## config.mk

```make
export PLATFORM = sky130hd
export DESIGN_NAME = im_load_ctrl
export DESIGN_NICKNAME = d
export VERILOG_FILES = /design/src/rtl/im_load_ctrl.sv
export SDC_FILE = /design/constraint.sdc
export NUM_CORES = 1
export LEC_CHECK = 0
export CAP_MARGIN = 20
export CORE_MARGIN = 2
export CORE_UTILIZATION = 40
export CTS_CLUSTER_SIZE = 40
export DETAILED_ROUTE_END_ITERATION = 10
export MAX_ROUTING_LAYER = met4
export PLACE_DENSITY = 0.91
export SLEW_MARGIN = 5
export SYNTH_ARGS = -nofsm -noshare
export SYNTH_HDL_FRONTEND = slang
export SYNTH_SLANG_ARGS = --single-unit
```

## constraint.sdc

```tcl
create_clock -name clk -period 4.3 [get_ports clk]
set_input_delay 0.86 -clock clk [delete_from_list [all_inputs] [get_ports clk]]
set_output_delay 0.86 -clock clk [all_outputs]
set_load 0.05 [all_outputs]
```

## src/rtl/im_load_ctrl.sv

```systemverilog
// Instruction-memory loader: streams up to 16 words into IM, then releases the core (optional IM_LOAD_CHECKSUM_EN trailer check).
// One registered write cycle per accepted word; in_ready low outside LOAD/CHECK, and in_valid=0 stalls the load indefinitely.
module im_load_ctrl (
    input  logic        clk,
    input  logic        reset,
    input  logic        start,
    input  logic [4:0]  load_count,
    input  logic        in_valid,
    input  logic [31:0] in_data,
    output logic        in_ready,
    input  logic [31:0] fetch_pc,
    output logic [31:0] im_addr,
    output logic [31:0] im_dataIn,
    output logic        im_memWrite,
    output logic        im_memRead,
    output logic        core_run,
    output logic        busy,
    output logic [4:0]  words_loaded,
    output logic        csum_err
);

`ifdef IM_LOAD_CHECKSUM_EN
    typedef enum logic [2:0] {S_IDLE, S_LOAD, S_FLUSH, S_CHECK, S_RUN} state_t;
`else
    typedef enum logic [2:0] {S_IDLE, S_LOAD, S_FLUSH, S_RUN} state_t;
`endif

    state_t      state_q, state_d;
    logic [4:0]  cnt_q, cnt_d;
    logic [4:0]  words_q, words_d;
    logic [3:0]  idx_q, idx_d;
    logic [31:0] data_q, data_d;
    logic        wr_q, wr_d;
    logic        xfer;
`ifdef IM_LOAD_CHECKSUM_EN
    logic [31:0] sum_q, sum_d;
    logic        err_q, err_d;
`endif

    always_ff @(posedge clk or negedge reset) begin
        if (!reset) begin
            state_q <= S_IDLE;
            cnt_q   <= '0;
            words_q <= '0;
            idx_q   <= '0;
            data_q  <= '0;
            wr_q    <= 1'b0;
`ifdef IM_LOAD_CHECKSUM_EN
            sum_q   <= '0;
            err_q   <= 1'b0;
`endif
        end else begin
            state_q <= state_d;
            cnt_q   <= cnt_d;
            words_q <= words_d;
            idx_q   <= idx_d;
            data_q  <= data_d;
            wr_q    <= wr_d;
`ifdef IM_LOAD_CHECKSUM_EN
            sum_q   <= sum_d;
            err_q   <= err_d;
`endif
        end
    end

`ifdef IM_LOAD_CHECKSUM_EN
    assign in_ready = (state_q == S_LOAD) || (state_q == S_CHECK);
    assign busy     = (state_q == S_LOAD) || (state_q == S_FLUSH) || (state_q == S_CHECK);
    assign csum_err = err_q;
`else
    assign in_ready = (state_q == S_LOAD);
    assign busy     = (state_q == S_LOAD) || (state_q == S_FLUSH);
    assign csum_err = 1'b0;
`endif

    assign xfer = in_valid && in_ready;

    always_comb begin
        state_d = state_q;
        cnt_d   = cnt_q;
        words_d = words_q;
        idx_d   = idx_q;
        data_d  = data_q;
        wr_d    = 1'b0;
`ifdef IM_LOAD_CHECKSUM_EN
        sum_d   = sum_q;
        err_d   = err_q;
`endif
        case (state_q)
            S_IDLE, S_RUN: begin
                if (start) begin
                    cnt_d   = load_count;
                    words_d = '0;
`ifdef IM_LOAD_CHECKSUM_EN
                    sum_d   = '0;
                    err_d   = 1'b0;
`endif
                    state_d = (load_count == 5'd0) ? S_RUN : S_LOAD;
                end
            end
            S_LOAD: begin
                if (xfer) begin
                    // Registered so the write is stable across the memory's capturing falling edge.
                    wr_d    = 1'b1;
                    data_d  = in_data;
                    idx_d   = words_q[3:0];
                    words_d = words_q + 5'd1;
`ifdef IM_LOAD_CHECKSUM_EN
                    sum_d   = sum_q + in_data;
`endif
                    if (words_q + 5'd1 == cnt_q) state_d = S_FLUSH;
                end
            end
            S_FLUSH: begin
`ifdef IM_LOAD_CHECKSUM_EN
                state_d = S_CHECK;
`else
                state_d = S_RUN;
`endif
            end
`ifdef IM_LOAD_CHECKSUM_EN
            S_CHECK: begin
                // Trailer word is compared only, never written.
                if (xfer) begin
                    if (in_data == sum_q) begin
                        state_d = S_RUN;
                    end else begin
                        err_d   = 1'b1;
                        state_d = S_IDLE;
                    end
                end
            end
`endif
            default: state_d = S_IDLE;
        endcase
    end

    assign core_run     = (state_q == S_RUN);
    assign im_memRead   = core_run;
    assign im_memWrite  = wr_q;
    assign im_dataIn    = data_q;
    assign words_loaded = words_q;
    assign im_addr      = (core_run && !wr_q) ? fetch_pc : {26'd0, idx_q, 2'b00};

endmodule

```

After elaboration in Yosys (flattened, before gate mapping)
Cells that the tools add are included.

word-level totals
  register bits = 50
  input port bits = 73
  output and inout port bits = 75

cells by class
  $add $sub $neg = 1
  equal/unequal tests = 7
  multiplexer cells = 11
  reductions and logical operators = 12

operators by type and width
  kind                                                    count
  two-way mux 32 bit                                      1
  two-way mux 5 bit                                       2
  one-hot mux 5 bit (2 select lines)                      1
  two-way mux 3 bit                                       3
  one-hot mux 3 bit (3 select lines)                      1
  == test 3 x 2 -> 1 bit (second input constant)          2
  AND reduction 3 bit                                     2
  adder 5 x 1 -> 5 bit (second input constant)            1
  == test 5 bit                                           1
  zero test 5 bit                                         1
  inequality test 2 x 1 -> 1 bit (second input constant)  2
  AND reduction 2 bit                                     2
  == test 3 x 1 -> 1 bit (second input constant)          1
  zero test 3 bit                                         1
  logical AND 1 bit                                       2
  two-way mux 1 bit                                       2
  two-way mux 2 bit                                       1
  inequality test 2 bit (second input constant)           1
  nonzero test 2 bit                                      1
  OR reduction 2 bit                                      1
  zero test 1 bit                                         1
  logical OR 1 bit                                        1

Depth between registers and ports, before layout
Gate-level depths: netlist of run 1.

  depth after elaboration = 5
  depth in mapped cells = 8
  depth with buffers taken out = 7

Least setup slack after synthesis of run 1
OpenSTA, ideal clock, no wires.

  path kind = register to output
  from = register state_q[0]
  to = output im_addr[4]
  data arrival time = 1.947 ns
  slack = 1.493 ns
  cell stages (with the launch flop) = 5
  path through = dfrtp_1 ha_1 nor2b_1 clkbuf_1 mux2_2

between the ends
  cells in the longest elaborated chain, start to end = 3

ends and longest elaborated chain
  element                 line  RTL
  from (decl)             28    state_t state_q, state_d;
  from (signal assigned)  53    state_q <= state_d;
  == test 3 x 2 -> 1 bit  138   assign core_run = (state_q == S_RUN);
  via core_run            16    output logic core_run,
  logical AND 1 bit       143   assign im_addr = (core_run && !wr_q) ? fetch_pc : {26'd0, idx_q, 2'b00};
  two-way mux 32 bit      143
  to (decl)               12    output logic [31:0] im_addr,

The timed path passes the listed nets, and every way through them passes these cells.

Worst setup path in the final report of run 1
  from = register state_q[0]
  to = output im_addr[4]

between the ends
  cells in the longest elaborated chain, start to end = 3

ends and longest elaborated chain
  element                 line
  == test 3 x 2 -> 1 bit  138
  logical AND 1 bit       143
  two-way mux 32 bit      143

Every way passes these cells.

==> results of run 1 <==
-- cell families (layout without fill, tap and decap cells) --
group | count (synthesis) | count (layout) | share of synthesized area
simple gates | 66 | 66 | 0.152
flops | 49 | 49 | 0.497
mux | 44 | 44 | 0.201
fa+ha+maj | 4 | 4 | 0.0203
compound gates | 24 | 24 | 0.0716
xor+xnor | 6 | 6 | 0.0213
buf+inv | 19 | 164 | 0.0345
other cells | 1 | 1 | 0.00152
-- final timing paths --
| kind | start | end | slack (ns) | depth (start not counted) |
|---|---|---|---|---|
| min reg2reg | im_dataIn[24] | im_dataIn[24] | 0.51 | 1 |
| max | state_q[0] | im_addr[4] | 0.79 | 5 |
| min | reset | im_dataIn[8] | 0.51 | 1 |
| max in group asynchronous | reset | cnt_q[1] | 3.27 | 2 |
| min in group clk | im_dataIn[24] | im_dataIn[24] | 0.51 | 1 |
| max reg2reg | state_q[1] | state_q[1] | 2.39 | 7 |
-- power breakdown --
| part | internal, µW | total [µW] | switching [µW] |
|---|---|---|---|
| logic | 886 | 2390 | 1500 |
| registers | 669 | 795 | 126 |
| clock network | 113 | 266 | 153 |
-- state kept, by name, summed over array words and instances (netlist names) --
name and cells:
idx_q 4, state_q 2, cnt_q 5, im_memWrite 1
im_dataIn 32, words_loaded 5
-- cell type report --
cell class,count,area [µm²]
Clock inverter,3,17.5
Inverter,6,22.5
Timing Repair Buffer,150,1500
Tap cell,75,93.8
Clock buffer,5,68.8
Sequential cell,49,1230
Multi-Input combinational cell,145,1150
Fill cell,465,1870
-- cell usage in the layout, fill, tap and decap left out, drive strengths merged, types with 2 or more instances in the layout --
master	count
clkdlybuf4s50	145
dfrtp	49
mux2	44
and2	29
nand2	11
o21ai	11
nor3	8
inv	6
xnor2	5
clkbuf	5
buf	5
nand2b	4
nand3	4
ha	4
a21oi	3
o221ai	3
nor2b	2
nand4	2
a22oi	2
clkinv	2
or3	2
-- per-layer routing --
metal  wire (µm)  GRT usage  part of all wire
met1        2310      0.213              0.35
met2        3390      0.362              0.52
met3         787     0.0598              0.12
met4          69     0.0410             0.011
met5           0          -                 0
-- per-stage QoR --
step                      hold slack, ns  total power [µW]  setup WS [ns]
final                              0.510              3450          0.794
after global routing               0.521              3630          0.636
after CTS                          0.514              3470          0.755
after detailed placement           0.493              3200           1.09
after global placement             0.486              3160           1.11
after floorplan                    0.446              2430           1.49
==> flow_metrics.py, run 1 <==
metrics = {
    "cts": {
        "ctsHtreeMaxLevel": 2,
        "clkTransAtPathRegs_ns": 0.09,
        "cts_hold_buf": 0,
        "clockBufferDepth": 2,
        "post_cts_resize_count": 0,
        "cts.sinks": 49,
        "cts_tree": "yes",
        "clockRootBuffer": "clkbuf_8",
        "cts_buffers": 5,
        "worstSkewPairLatency_ns": 0.30,
        "cts_setup_buffers": 0,
    },
    "global_routing": {
        "antenna_found_initial": 0,
        "grt_overflow": 0,
        "grt_first_pass_wirelength_mm": 9.92,
        "grt_max_degree": 50,
        "grt_pass1_vias": 2162,
        "grtUsageTotal": 0.199,
    },
    "setup_path": {
        "arrival_ns": 2.65,
        "cp_max_fo": 30,
        "startpoint_type": "flop",
        "critPathRequiredTime_ns": 3.44,
        "critical-path-max-stage-delay_ns": 0.71,
        "crit_slowest_cell": "clkdlybuf4s50_1",
        "crit_buf_inv": 2,
        "crit_chain": "ha_1 > nor2b_1 > buf_4 > mux2_2 > clkdlybuf4s50_1",
        "end_kind": "output pin",
        "crit_type": "flop to output pin",
        "crit_family": "buffers and inverters",
    },
    "logic_synthesis": {
        "ys_ff_latch": 49,
        "async_flop_share": 1.00,
        "synth_commonest_cells": "dfrtp_1 (49), mux2_2 (44), and2_1 (29)",
        "syn_nets": 290,
        "yosysTopAreaCellShare": 0.497,
        "synth_area_um2": 2460,
        "yosys-top-cells-area": "dfrtp_1 (50%), mux2_2 (20%), and2_1 (7.4%), ha_1 (2.0%), o21ai_0 (2.0%)",
        "synth_edf_count": 0,
        "ys_seq_area_frac": 0.497,
        "postSynthAreaPerCell_um2": 11.6,
        "yosysTopAreaCell": "dfrtp_1",
        "synth.most_common_cell": "dfrtp_1",
        "syn_inst": 213,
        "yosys_warnings": 0,
        "synth_ff_type": "dfrtp_1",
        "synth.distinct_cells": 33,
    },
    "die": {
        "ios": 148,
        "row_count": 28,
        "dieArea_um2": 6810,
        "die_x_um": 82.5,
        "die_y_um": 82.5,
        "coreArea_um2": 5960,
        "start_util": 0.414,
    },
    "detailed_routing": {
        "vias_per_cell": 4.99,
        "wl_per_cell_um": 15.1,
        "drc": 0,
        "vias": 2161,
        "ant_nets": 0,
        "drt-initial-drc-count": 124,
        "wirelength_mm": 6.56,
        "drt_pre_antenna_iters": 4,
    },
    "cells_and_area": {
        "nNetsFinal": 434,
        "drive_above_1_share": 0.170,
        "antenna_cells": 0,
        "utilization": 0.685,
        "synthToLayoutAreaGrowth_pct": 65.6,
        "fin_cells": 433,
        "design_area_um2": 4080,
    },
    "run_status": {
        "status": "finished, final reports clean",
    },
    "timing": {
        "slew-limit-headroom": 0.640,
        "worst_pin_slew_ns": 0.539,
        "fin_crit_ns": 3.51,
        "finalSetupViolations": 0,
        "tns_ns": 0,
        "fin_crit_sh": 0.815,
        "finalHoldViolCount": 0,
        "rsz0062_at_grt": "no",
        "clock_skew_ns": 0.00677,
        "fmax_mhz": 285,
        "finalMaxSlewViolations": 0,
    },
    "place": {
        "place_inst": 424,
        "place_congestion": 0.881,
        "port-buffer-count": 146,
        "place_hpwl_mm": 5.13,
        "placed_cell_area_um2": 3980,
    },
    "pwr": {
        "p_per_area_nw_per_um2": 844,
        "peakVddDrop_mv": 0.420,
        "p_leak_uw": 0.00167,
    },
    "hold_path": {
        "hold_class": "input port to asynchronous set/reset pin",
    },
    "job": {
        "drv_cap": 0,
    },
}
Power figures use the tool's default switching activity.
==> run 2: changes to the inputs <==
CORE_UTILIZATION = 34   (was 40)
PLACE_DENSITY = 0.83   (was 0.91)
clock period = 2.9 ns   (was 4.3 ns; I/O delays follow)
==> flow_metrics.py, run 2 (synthesis results as in run 1) <==
metrics = {
    "setup_path": {
        "crit_buf_inv": 2,
        "crit_chain": "inv_1 > ha_1 > clkdlybuf4s50_1",
        "end_kind": "output pin",
        "arrival_ns": 2.07,
        "crit_family": "buffers and inverters",
        "crit_slowest_cell": "clkdlybuf4s50_1",
        "crit_type": "flop to output pin",
        "critical-path-max-stage-delay_ns": 0.88,
        "startpoint_type": "flop",
        "critPathRequiredTime_ns": 2.32,
        "cp_max_fo": 10,
    },
    "cells_and_area": {
        "synthToLayoutAreaGrowth_pct": 81.3,
        "drive_above_1_share": 0.263,
        "antenna_cells": 0,
        "largest_reg_flops": 32,
        "design_area_um2": 4470,
        "final_cell_mix": "clkdlybuf4s50_1 (113), dfrtp_1 (49), mux2_2 (44), buf_12 (32), and2_1 (29)",
        "layout_commonest_cell": "clkdlybuf4s50_1",
        "utilization": 0.626,
        "nNetsFinal": 434,
        "num-fill-cells": 590,
    },
    "global_routing": {
        "grtUsageTotal": 0.172,
        "antenna_found_initial": 0,
        "grt_max_degree": 33,
        "grt_first_pass_wirelength_mm": 10.3,
        "grt_pass1_vias": 2183,
        "grt_overflow": 0,
    },
    "timing": {
        "fin_crit_sh": 0.914,
        "fin_crit_ns": 2.65,
        "slew-limit-headroom": 0.645,
        "fmax_mhz": 377,
        "finalMaxSlewViolations": 0,
        "rsz0062_at_grt": "no",
        "tns_ns": 0,
        "finalHoldViolCount": 0,
        "worst_pin_slew_ns": 0.530,
        "finalSetupViolations": 0,
        "clock_skew_ns": 0.0100,
    },
    "cts": {
        "ctsHtreeMaxLevel": 2,
        "cts_tree": "yes",
        "worstSkewPairLatency_ns": 0.30,
        "clkTransAtPathRegs_ns": 0.09,
        "cts.sinks": 49,
        "cts_hold_buf": 0,
        "clockRootBuffer": "clkbuf_8",
        "clockBufferDepth": 2,
        "post_cts_resize_count": 0,
        "cts_buffers": 5,
        "cts_setup_buffers": 0,
    },
    "pwr": {
        "p_per_area_nw_per_um2": 1270,
        "peakVddDrop_mv": 0.671,
        "p_leak_uw": 0.00185,
    },
    "die": {
        "row_count": 31,
        "coreArea_um2": 7140,
        "die_x_um": 89.1,
        "die_y_um": 89.1,
        "start_util": 0.345,
        "dieArea_um2": 7950,
        "ios": 148,
    },
    "detailed_routing": {
        "wirelength_mm": 6.73,
        "vias": 2182,
        "wl_per_cell_um": 14.7,
        "top_layer": "met4",
        "wl_met2_mm": 3.38,
        "wl_met1_mm": 2.52,
        "drt_pre_antenna_iters": 4,
        "routed-wl-met3_um": 770,
        "vias_per_cell": 4.77,
        "drc": 0,
        "drt-initial-drc-count": 121,
        "ant_nets": 0,
    },
    "job": {
        "drv_cap": 0,
    },
    "hold_path": {
        "hold_class": "input port to asynchronous set/reset pin",
    },
    "place": {
        "place_hpwl_mm": 5.41,
        "placed_cell_area_um2": 4340,
        "place_congestion": 0.850,
        "port-buffer-count": 146,
    },
    "run_status": {
        "status": "finished, final reports clean",
    },
}
## run 2: cell count changes in the layout (fill, tap and decap cells not counted), sizes merged
cell	delta
bufinv	+2
clkinv	-1
clkinvlp	-1
buf	+32
clkdlybuf4s50	-32
## run 2: final timing paths
| path | start | slack [ns] | cells past startpoint | end |
|---|---|---|---|---|
| max | state_q[1] | 0.25 | 3 | in_ready |
| max reg2reg | words_loaded[0] | 1.04 | 5 | state_q[1] |
| max in group asynchronous | reset | 1.89 | 2 | im_dataIn[11] |
| min reg2reg | im_dataIn[3] | 0.51 | 1 | im_dataIn[3] |
| min | reset | 0.24 | 1 | im_dataIn[28] |
| min in group clk | im_dataIn[3] | 0.51 | 1 | im_dataIn[3] |
## run 2: report_power, final
group          internal [µW]  switching, µW  leakage (µW)
clock                    343            232     0.0000681
combinational           1610           2290       0.00118
sequential               993            200      0.000596
total                   2950           2720       0.00185
## run 2: cell type report
class	count	area (µm²)	share of cell area
inverter	6	22.5	0.00504
sequential	49	1230	0.274
timing repair buffer	150	1810	0.404
clock inverter	3	65.1	0.0146
multi-input combinational	145	1160	0.259
clock buffer	5	68.8	0.0154
tap	99	124	0.0277
## run 2: metal layers
metal | global-route usage | vias up
li1 | - | 1020
met1 | 0.191 | 1039
met2 | 0.304 | 116
met3 | 0.0582 | 7
met4 | 0.0312 | 0
met5 | - | -
## run 2: stage by stage
step | power [µW] | setup slack [ns] | std cells | hold slack (ns)
4_1_cts | 5730 | 0.251 | 457 | 0.254
5_1_grt | 5940 | 0.126 | 457 | 0.266
2_1_floorplan | 3600 | 0.373 | 213 | 0.284
3_5_place_dp | 5140 | 0.594 | 449 | 0.492
3_3_place_gp | 5070 | 0.627 | 449 | 0.486
6_report | 5670 | 0.251 | 457 | 0.245
